### config.mk
export PLATFORM = sky130hd
export DESIGN_NAME = controlador_copia
export DESIGN_NICKNAME = d
export VERILOG_FILES = /design/src/rtl/controlador_copia.sv
export SDC_FILE = /design/constraint.sdc
export NUM_CORES = 1
export LEC_CHECK = 0
export ABC_AREA = 0
export CELL_PAD_IN_SITES_DETAIL_PLACEMENT = 1
export CELL_PAD_IN_SITES_GLOBAL_PLACEMENT = 1
export CORE_MARGIN = 3
export CORE_UTILIZATION = 37
export CTS_CLUSTER_DIAMETER = 120
export CTS_CLUSTER_SIZE = 10
export DETAILED_ROUTE_END_ITERATION = 6
export PLACE_DENSITY_LB_ADDON = 0.12
export SYNTH_ARGS = -nofsm -noshare
export SYNTH_HDL_FRONTEND = slang
export SYNTH_SLANG_ARGS = --single-unit
### constraint.sdc
create_clock -name clk -period 9.1 [get_ports clk]
set_clock_uncertainty 0.05 [all_clocks]
set_input_delay 1.82 -clock clk [delete_from_list [all_inputs] [get_ports clk]]
set_output_delay 1.82 -clock clk [all_outputs]
set_load 0.02 [all_outputs]
### src/rtl/controlador_copia.sv
// controlador_copia: memory-to-memory copy engine that sits between the
// processor and the data memory. While idle it is transparent to the
// processor; once started it owns the memory port and moves tamanho bytes
// from origem to destino, one read cycle and one write cycle per byte.
module controlador_copia #(
    parameter int LARGURA = 8
) (
    input  logic               clk,
    input  logic               rst,
    input  logic               inicio,
    input  logic [LARGURA-1:0] origem,
    input  logic [LARGURA-1:0] destino,
    input  logic [LARGURA-1:0] tamanho,
    output logic               ocupado,
    output logic               concluido,
    input  logic               cpu_writeEnable,
    input  logic [LARGURA-1:0] cpu_endereco,
    input  logic [LARGURA-1:0] cpu_dadoEntrada,
    output logic [LARGURA-1:0] cpu_dadoSaida,
    output logic               mem_writeEnable,
    output logic [LARGURA-1:0] mem_endereco,
    output logic [LARGURA-1:0] mem_dadoEntrada,
    input  logic [LARGURA-1:0] mem_dadoSaida
);

    localparam logic [1:0] OCIOSO   = 2'd0;
    localparam logic [1:0] LER      = 2'd1;
    localparam logic [1:0] ESCREVER = 2'd2;
    localparam logic [1:0] FIM      = 2'd3;

    logic [1:0]         estado;
    logic [LARGURA-1:0] origem_reg;
    logic [LARGURA-1:0] destino_reg;
    logic [LARGURA-1:0] tamanho_reg;
    logic [LARGURA-1:0] i;
    logic [LARGURA-1:0] buffer;
    logic [LARGURA:0]   proximo;

    // One extra bit so the "more bytes left" test cannot wrap when tamanho=255.
    assign proximo = {1'b0, i} + {{LARGURA{1'b0}}, 1'b1};

    // Sequencing: latch operands on start, then alternate read/write per byte.
    always_ff @(posedge clk) begin
        if (rst) begin
            estado      <= OCIOSO;
            origem_reg  <= '0;
            destino_reg <= '0;
            tamanho_reg <= '0;
            i           <= '0;
            buffer      <= '0;
        end else begin
            case (estado)
                OCIOSO: begin
                    if (inicio) begin
                        origem_reg  <= origem;
                        destino_reg <= destino;
                        tamanho_reg <= tamanho;
                        i           <= '0;
                        estado      <= (tamanho != '0) ? LER : FIM;
                    end
                end
                LER: begin
                    buffer <= mem_dadoSaida;
                    estado <= ESCREVER;
                end
                ESCREVER: begin
                    i      <= proximo[LARGURA-1:0];
                    estado <= (proximo < {1'b0, tamanho_reg}) ? LER : FIM;
                end
                default: begin
                    estado <= OCIOSO;
                end
            endcase
        end
    end

    // Memory port mux: processor owns it when idle, the engine otherwise.
    always_comb begin
        mem_writeEnable = 1'b0;
        mem_endereco    = cpu_endereco;
        mem_dadoEntrada = cpu_dadoEntrada;
        case (estado)
            OCIOSO: begin
                mem_writeEnable = cpu_writeEnable;
            end
            LER: begin
                mem_endereco = origem_reg + i;
            end
            ESCREVER: begin
                mem_endereco    = destino_reg + i;
                mem_dadoEntrada = buffer;
                // A reset landing on a write cycle aborts that byte too, so a
                // mid-copy reset leaves only the bytes completed before it.
                mem_writeEnable = ~rst;
            end
            default: begin
                mem_writeEnable = 1'b0;
            end
        endcase
    end

    assign cpu_dadoSaida = mem_dadoSaida;
    assign ocupado       = (estado == LER) || (estado == ESCREVER);
    assign concluido     = (estado == FIM);

endmodule

==> results of run 1 <==
[metrics by stage]
stage / total power [mW] / cell area (um2) / std cells / setup slack (ns) / hold slack, ns
after floorplan: 0.379 / 2560 / 312 / 3.85 / 0.383
after global placement: 0.472 / 3320 / 444 / 3.86 / 0.392
after detailed placement: 0.477 / 3320 / 444 / 3.84 / 0.400
after CTS: 0.596 / 3400 / 452 / 3.51 / 0.412
after global routing: 0.628 / 3400 / 452 / 3.34 / 0.432
final: 0.589 / 3400 / 452 / 3.54 / 0.412
[worst paths after layout]
| kind | to | slack (ns) | cells past startpoint |
|---|---|---|---|
| min | origem_reg[7] | 0.41 | 2 |
| max reg2reg | estado[1] | 6.46 | 10 |
| min reg2reg | origem_reg[7] | 0.41 | 2 |
| max | mem_endereco[6] | 3.54 | 10 |
[kinds of logic after synthesis]
| group | count (synthesis) | synth area share |
|---|---|---|
| AO/OA/AOI/OAI | 59 | 0.139 |
| XOR/XNOR | 9 | 0.0308 |
| adder cells (fa/ha/maj) | 21 | 0.106 |
| buffers and inverters | 36 | 0.0680 |
| flip-flops | 42 | 0.329 |
| multiplexers | 30 | 0.128 |
| AND/OR/NAND/NOR | 115 | 0.200 |
[worst min-delay path, delay by kind of cell (launching register included)]
kind | cells | cell delay, ns
AND/OR/NAND/NOR | 1 | 0.05
AO/OA/AOI/OAI | 1 | 0.05
flip-flops | 1 | 0.32
[synth_stat cells, types with 2 or more instances]
library cell and count:
sky130_fd_sc_hd__mux2_2 21, sky130_fd_sc_hd__a21oi_1 33, sky130_fd_sc_hd__nand3_1 4, sky130_fd_sc_hd__a211oi_1 2, sky130_fd_sc_hd__nor4b_1 3, sky130_fd_sc_hd__nand2_1 60
sky130_fd_sc_hd__nor3_1 6, sky130_fd_sc_hd__ha_1 20, sky130_fd_sc_hd__xnor2_1 3, sky130_fd_sc_hd__or3_1 2, sky130_fd_sc_hd__a22oi_1 2, sky130_fd_sc_hd__a31oi_1 2
sky130_fd_sc_hd__inv_1 11, sky130_fd_sc_hd__a32oi_1 3, sky130_fd_sc_hd__buf_4 8, sky130_fd_sc_hd__mux2i_1 9, sky130_fd_sc_hd__nand2b_1 2, sky130_fd_sc_hd__nor2_1 24
sky130_fd_sc_hd__a21o_1 3, sky130_fd_sc_hd__nor3b_1 2, sky130_fd_sc_hd__nand4_1 2, sky130_fd_sc_hd__xor2_1 6, sky130_fd_sc_hd__nor2b_1 6, sky130_fd_sc_hd__o21ai_0 5
sky130_fd_sc_hd__dfxtp_1 42, sky130_fd_sc_hd__clkbuf_1 15
[final cells by class]
class,instances,area share
multi-input combinational,234,0.453
clock buffer,6,0.0213
inverter,11,0.0121
timing repair buffer,80,0.234
clock inverter,2,0.00404
sequential,42,0.247
tap,77,0.0283
[power groups by stage]
stage / Clock (mW) / Sequential (mW) / Combinational, mW
floorplan: 0 / 0.217 / 0.163
global placement: 0 / 0.221 / 0.251
detailed placement: 0 / 0.221 / 0.255
CTS: 0.122 / 0.217 / 0.256
global route: 0.130 / 0.220 / 0.278
finish: 0.120 / 0.217 / 0.251
[routing by layer]
layer | vias up | wire length (um)
met4 | 0 | 74
met5 | - | 0
met1 | 1105 | 3260
met3 | 9 | 186
met2 | 41 | 3190
li1 | 1199 | -
==> results.py, run 1 <==
metrics = {
    "synthesis": {
        "synth_area_leaders": "sky130_fd_sc_hd__dfxtp_1, sky130_fd_sc_hd__ha_1, sky130_fd_sc_hd__mux2_2",
        "netlist_instances": 312,
        "synth-edff-count": 0,
        "synth_register_bits": 42,
        "dominantRegCellSynth": "sky130_fd_sc_hd__dfxtp_1",
        "ys_seq_area_frac": 0.329,
        "postSynthNetCount": 385,
        "yosys.area.top_type": "sky130_fd_sc_hd__dfxtp_1",
        "synth_top_area_frac": 0.329,
        "syn-cell-area_mm2": 0.00256,
        "async_flop_share": 0,
        "ys_types": 42,
        "yosys_warnings": 0,
        "synthesized_area_divided_by_synthesized_cell_count_um2": 8.20,
    },
    "finish": {
        "register_area_um2": 841,
        "layout.nets": 447,
        "growth_of_design_area_from_synthesis_to_finish_pct": 33.1,
        "most-common-layout-cells": "sky130_fd_sc_hd__clkdlybuf4s50_1, sky130_fd_sc_hd__nand2_1, sky130_fd_sc_hd__dfxtp_1",
        "final_common_cell": "sky130_fd_sc_hd__clkdlybuf4s50_1",
        "multi_input_comb_area_mm2": 0.00154,
        "antenna-diode-count": 0,
        "utilization": 0.521,
        "number_of_fill_cells": 789,
        "drive_gt1_frac": 0.0853,
    },
    "global_route": {
        "residual_overflow_from_global_routing": 0,
        "antenna_found_initial": 0,
        "globalRouteMet3Util": 0.0276,
        "grt_use_met2": 0.288,
        "grt_pass1_wl_um": 10900,
        "grt_use_met1": 0.244,
        "gr-max-usage-layer": "met2",
        "first_global_vias": 2269,
        "maximum_number_of_pins_on_one_net_before_global_route_repair": 44,
        "global_route.usage.total": 0.177,
    },
    "floorplan": {
        "fp.dieH_um": 89.1,
        "design.die.area_mm2": 0.00795,
        "core.rowCount": 29,
        "initial_utilization": 0.392,
        "die_w_um": 89.1,
        "core-area_mm2": 0.00653,
        "io_pins": 79,
    },
    "clocking": {
        "cts_buffer_depth": 2,
        "cts-hold-fix-buffers": 0,
        "clk_pin_slew_worst_paths_ns": 0.08,
        "cts_inserted_buffers": 5,
        "ctsResizeCount": 0,
        "worst_skew_pair.late_latency_ns": 0.29,
        "cts_tree": "built",
        "cts.htree.levels": 2,
        "cts_post_setup_buffers_inserted": 0,
        "clock_sinks": 42,
        "clock_tree.root_cell": "sky130_fd_sc_hd__clkbuf_8",
    },
    "critical_path": {
        "regToRegStartpoint": "i[0]",
        "worst_path_largest_cell_delay_ns": 0.66,
        "worst_ep_required_time_ns": 7.23,
        "critPathLaunchType": "flop",
        "crit_path_cell_trace": "inv_1 > ha_1 > mux2_2 > ha_1 > fa_1 > a21o_1 > a21o_1 > a21o_1 > o311ai_0 > clkdlybuf4s50_1",
        "cp.arrival_ns": 3.69,
        "critical-path-top-cell-by-count": "sky130_fd_sc_hd__a21o_1",
        "crit_fanout": 9,
        "critPathKind": "flop to primary output",
        "crit_family": "adder cells",
        "worstPathBufferInverterCount": 2,
        "timing.critical_path.to_type": "primary output",
        "startpoint": "estado[0]",
        "timing.critical_path.slowest_stage_cell": "sky130_fd_sc_hd__clkdlybuf4s50_1",
    },
    "route": {
        "vias": 2354,
        "drt_drc_violations_left": 0,
        "drtIter0Drc": 81,
        "firstDrtPassIters": 4,
        "post_detailed_route_count_of_antenna_violating_nets": 0,
        "post_drt_via_cell_ratio": 5.21,
        "avgRoutedWirePerCell_um": 14.8,
        "wirelength_um": 6710,
    },
    "pwr": {
        "leakage_nw": 1.35,
        "netSwitchingPower_mw": 0.211,
        "power.share.combinational": 0.427,
        "p_per_area_mw_per_mm2": 173,
        "cell_internal_pwr_mw": 0.378,
        "share_clk_of_total_power": 0.204,
        "seq_power_share": 0.369,
        "ir_worst_vdd_v": 0.0000848,
        "switching_share": 0.358,
    },
    "place": {
        "place.gp.congestion": 0.835,
        "dpl.hpwl_um": 5220,
        "io_buffers": 78,
    },
    "timing": {
        "tns_ns": 0,
        "slew_violations": 0,
        "setup_viol_count_final": 0,
        "period_share": 0.611,
        "max_freq_mhz": 180,
        "maxSlewHeadroom": 0.458,
        "fin_crit_ns": 5.56,
        "rsz0062_at_grt": "false",
        "worstMarginPinSlew_ns": 0.813,
        "report.final.hold_viol_count": 0,
    },
    "run_status": {
        "run_status": "finished clean",
    },
    "run": {
        "cap_violations": 0,
    },
    "worst_hold_path": {
        "hold_path.class": "flop to flop",
        "worstHoldStart": "origem_reg[7]",
    },
}
No activity file was read; power rests on OpenSTA's default activity.
==> inputs of run 2 (changes only) <==
Settings changed: CORE_UTILIZATION 37 to 34.
Clock period 9.1 ns to 5.2 ns, I/O delays scaled along.
==> results.py, run 2 (synthesized netlist as in run 1, its figures left out) <==
metrics = {
    "place": {
        "io_buffers": 78,
        "place.gp.congestion": 0.789,
        "place_inst": 463,
        "dp_slack_ns": 0.787,
        "dpl.hpwl_um": 5510,
    },
    "clocking": {
        "ctsResizeCount": 0,
        "cts_buffer_depth": 2,
        "cts_inserted_buffers": 5,
        "cts-hold-fix-buffers": 0,
        "cts_tree": "built",
        "worst_skew_pair.late_latency_ns": 0.30,
        "cts.htree.levels": 2,
        "clock_tree.root_cell": "sky130_fd_sc_hd__clkbuf_8",
        "clk_pin_slew_worst_paths_ns": 0.09,
        "clock_sinks": 42,
        "cts_post_setup_buffers_inserted": 0,
    },
    "finish": {
        "layoutNonFillerInstCount": 471,
        "antenna-diode-count": 0,
        "drive_gt1_frac": 0.0880,
        "layout.nets": 447,
        "most-common-layout-cells": "sky130_fd_sc_hd__clkdlybuf4s50_1, sky130_fd_sc_hd__nand2_1, sky130_fd_sc_hd__dfxtp_1",
        "growth_of_design_area_from_synthesis_to_finish_pct": 36.2,
        "final_common_cell": "sky130_fd_sc_hd__clkdlybuf4s50_1",
    },
    "floorplan": {
        "initial_utilization": 0.362,
        "die_w_um": 92.7,
        "core-area_mm2": 0.00706,
        "io_pins": 79,
        "design.die.area_mm2": 0.00860,
        "core.rowCount": 30,
        "fp.dieH_um": 92.7,
    },
    "critical_path": {
        "timing.critical_path.to_type": "primary output",
        "crit_path_cell_trace": "inv_1 > ha_1 > mux2_2 > ha_1 > fa_1 > a21o_1 > a21o_1 > a21o_1 > o311ai_0 > clkdlybuf4s50_1",
        "critical-path-top-cell-by-count": "sky130_fd_sc_hd__a21o_1",
        "worst_path_largest_cell_delay_ns": 0.67,
        "crit_fanout": 5,
        "startpoint": "estado[0]",
        "cp.arrival_ns": 3.66,
        "worst_ep_required_time_ns": 4.11,
        "setup.reg_to_reg.worst_slack_ns": 2.58,
        "regToRegStartpoint": "i[0]",
        "critPathLaunchType": "flop",
        "timing.critical_path.slowest_stage_cell": "sky130_fd_sc_hd__clkdlybuf4s50_1",
        "critPathKind": "flop to primary output",
    },
    "route": {
        "vias": 2380,
        "post_detailed_route_count_of_antenna_violating_nets": 0,
        "post_drt_via_cell_ratio": 5.05,
        "drt_drc_violations_left": 0,
        "drtIter0Drc": 65,
        "wirelength_um": 7440,
        "firstDrtPassIters": 4,
        "avgRoutedWirePerCell_um": 15.8,
    },
    "pwr": {
        "leakage_nw": 1.38,
        "ir_worst_vdd_v": 0.000160,
        "p_total_mw": 1.16,
        "p_per_area_mw_per_mm2": 333,
    },
    "run": {
        "cap_violations": 0,
    },
    "timing": {
        "report.final.hold_viol_count": 0,
        "fin_crit_ns": 4.75,
        "worstMarginPinSlew_ns": 0.832,
        "finalWorstSetupSlack_ns": 0.451,
        "max_freq_mhz": 211,
        "setup_viol_count_final": 0,
        "rsz0062_at_grt": "false",
        "slew_violations": 0,
        "hold_slack_ns": 0.411,
        "period_share": 0.913,
        "maxSlewHeadroom": 0.445,
        "tns_ns": 0,
    },
    "global_route": {
        "grt_use_met1": 0.236,
        "grt_pass1_wl_um": 12100,
        "gr-max-usage-layer": "met2",
        "residual_overflow_from_global_routing": 0,
        "maximum_number_of_pins_on_one_net_before_global_route_repair": 43,
        "globalRouteMet3Util": 0.0317,
        "antenna_found_initial": 0,
        "grt_use_met2": 0.292,
        "global_route.usage.total": 0.176,
        "first_global_vias": 2425,
    },
    "worst_hold_path": {
        "worstHoldStart": "tamanho_reg[2]",
        "hold_path.class": "flop to flop",
    },
    "run_status": {
        "run_status": "finished clean",
    },
}
[run 2: cell types whose count changed in the layout (fill, tap and decap cells not counted)]
cell | before | now
sky130_fd_sc_hd__clkinv_2 | 1 | 0
sky130_fd_sc_hd__clkbuf_1 | 1 | 0
sky130_fd_sc_hd__clkinv_4 | 1 | 0
sky130_fd_sc_hd__bufinv_16 | 0 | 2
sky130_fd_sc_hd__clkbuf_8 | 5 | 6
[run 2: routing by layer]
metal,up-vias,wire length (um)
met5,-,0
met4,0,84
met2,39,3540
met3,7,220
li1,1188,-
met1,1146,3600
[run 2: worst paths after layout]
path	to	cells after the start
setup reg to reg	estado[1]	10
hold / removal	tamanho_reg[2]	2
setup / recovery	mem_endereco[6]	10
hold reg to reg	tamanho_reg[2]	2
[run 2: power breakdown]
| part | switching, mW | leakage, nW | internal, mW | total (mW) |
|---|---|---|---|---|
| clock | 0.124 | 0.0714 | 0.205 | 0.329 |
| combinational | 0.240 | 0.963 | 0.210 | 0.450 |
| sequential | 0.0234 | 0.343 | 0.357 | 0.380 |
[run 2: through the flow]
stage | instance area (um2) | util
CTS | 3480 | 0.494
global placement | 3340 | 0.473
floorplan | 2560 | -
global route | 3480 | 0.494
detailed placement | 3340 | 0.473
finish | 3480 | 0.494
[run 2: final cells by class]
| type | count | area, um2 |
|---|---|---|
| inverter | 11 | 41.3 |
| timing repair buffer | 80 | 796 |
| sequential | 42 | 841 |
| multi-input combinational | 234 | 1540 |
| clock inverter | 2 | 60.1 |
| tap | 96 | 120 |
| fill | 864 | 3570 |
| clock buffer | 6 | 82.6 |
[run 2: worst max-delay path, delay by kind of cell, from the launching register on]
family | cells | cell delay (ns)
compound gates | 4 | 0.93
fa+ha+maj | 3 | 0.90
buf+inv | 2 | 0.80
flops | 1 | 0.36
mux | 1 | 0.37
==> inputs of run 3 (changes only) <==
Settings changed: CAP_MARGIN set to 20, CTS_CLUSTER_DIAMETER 120 to 30.
==> results of run 3 <==
Same layout as run 2: the final DEF is identical, and so are final timing and power.
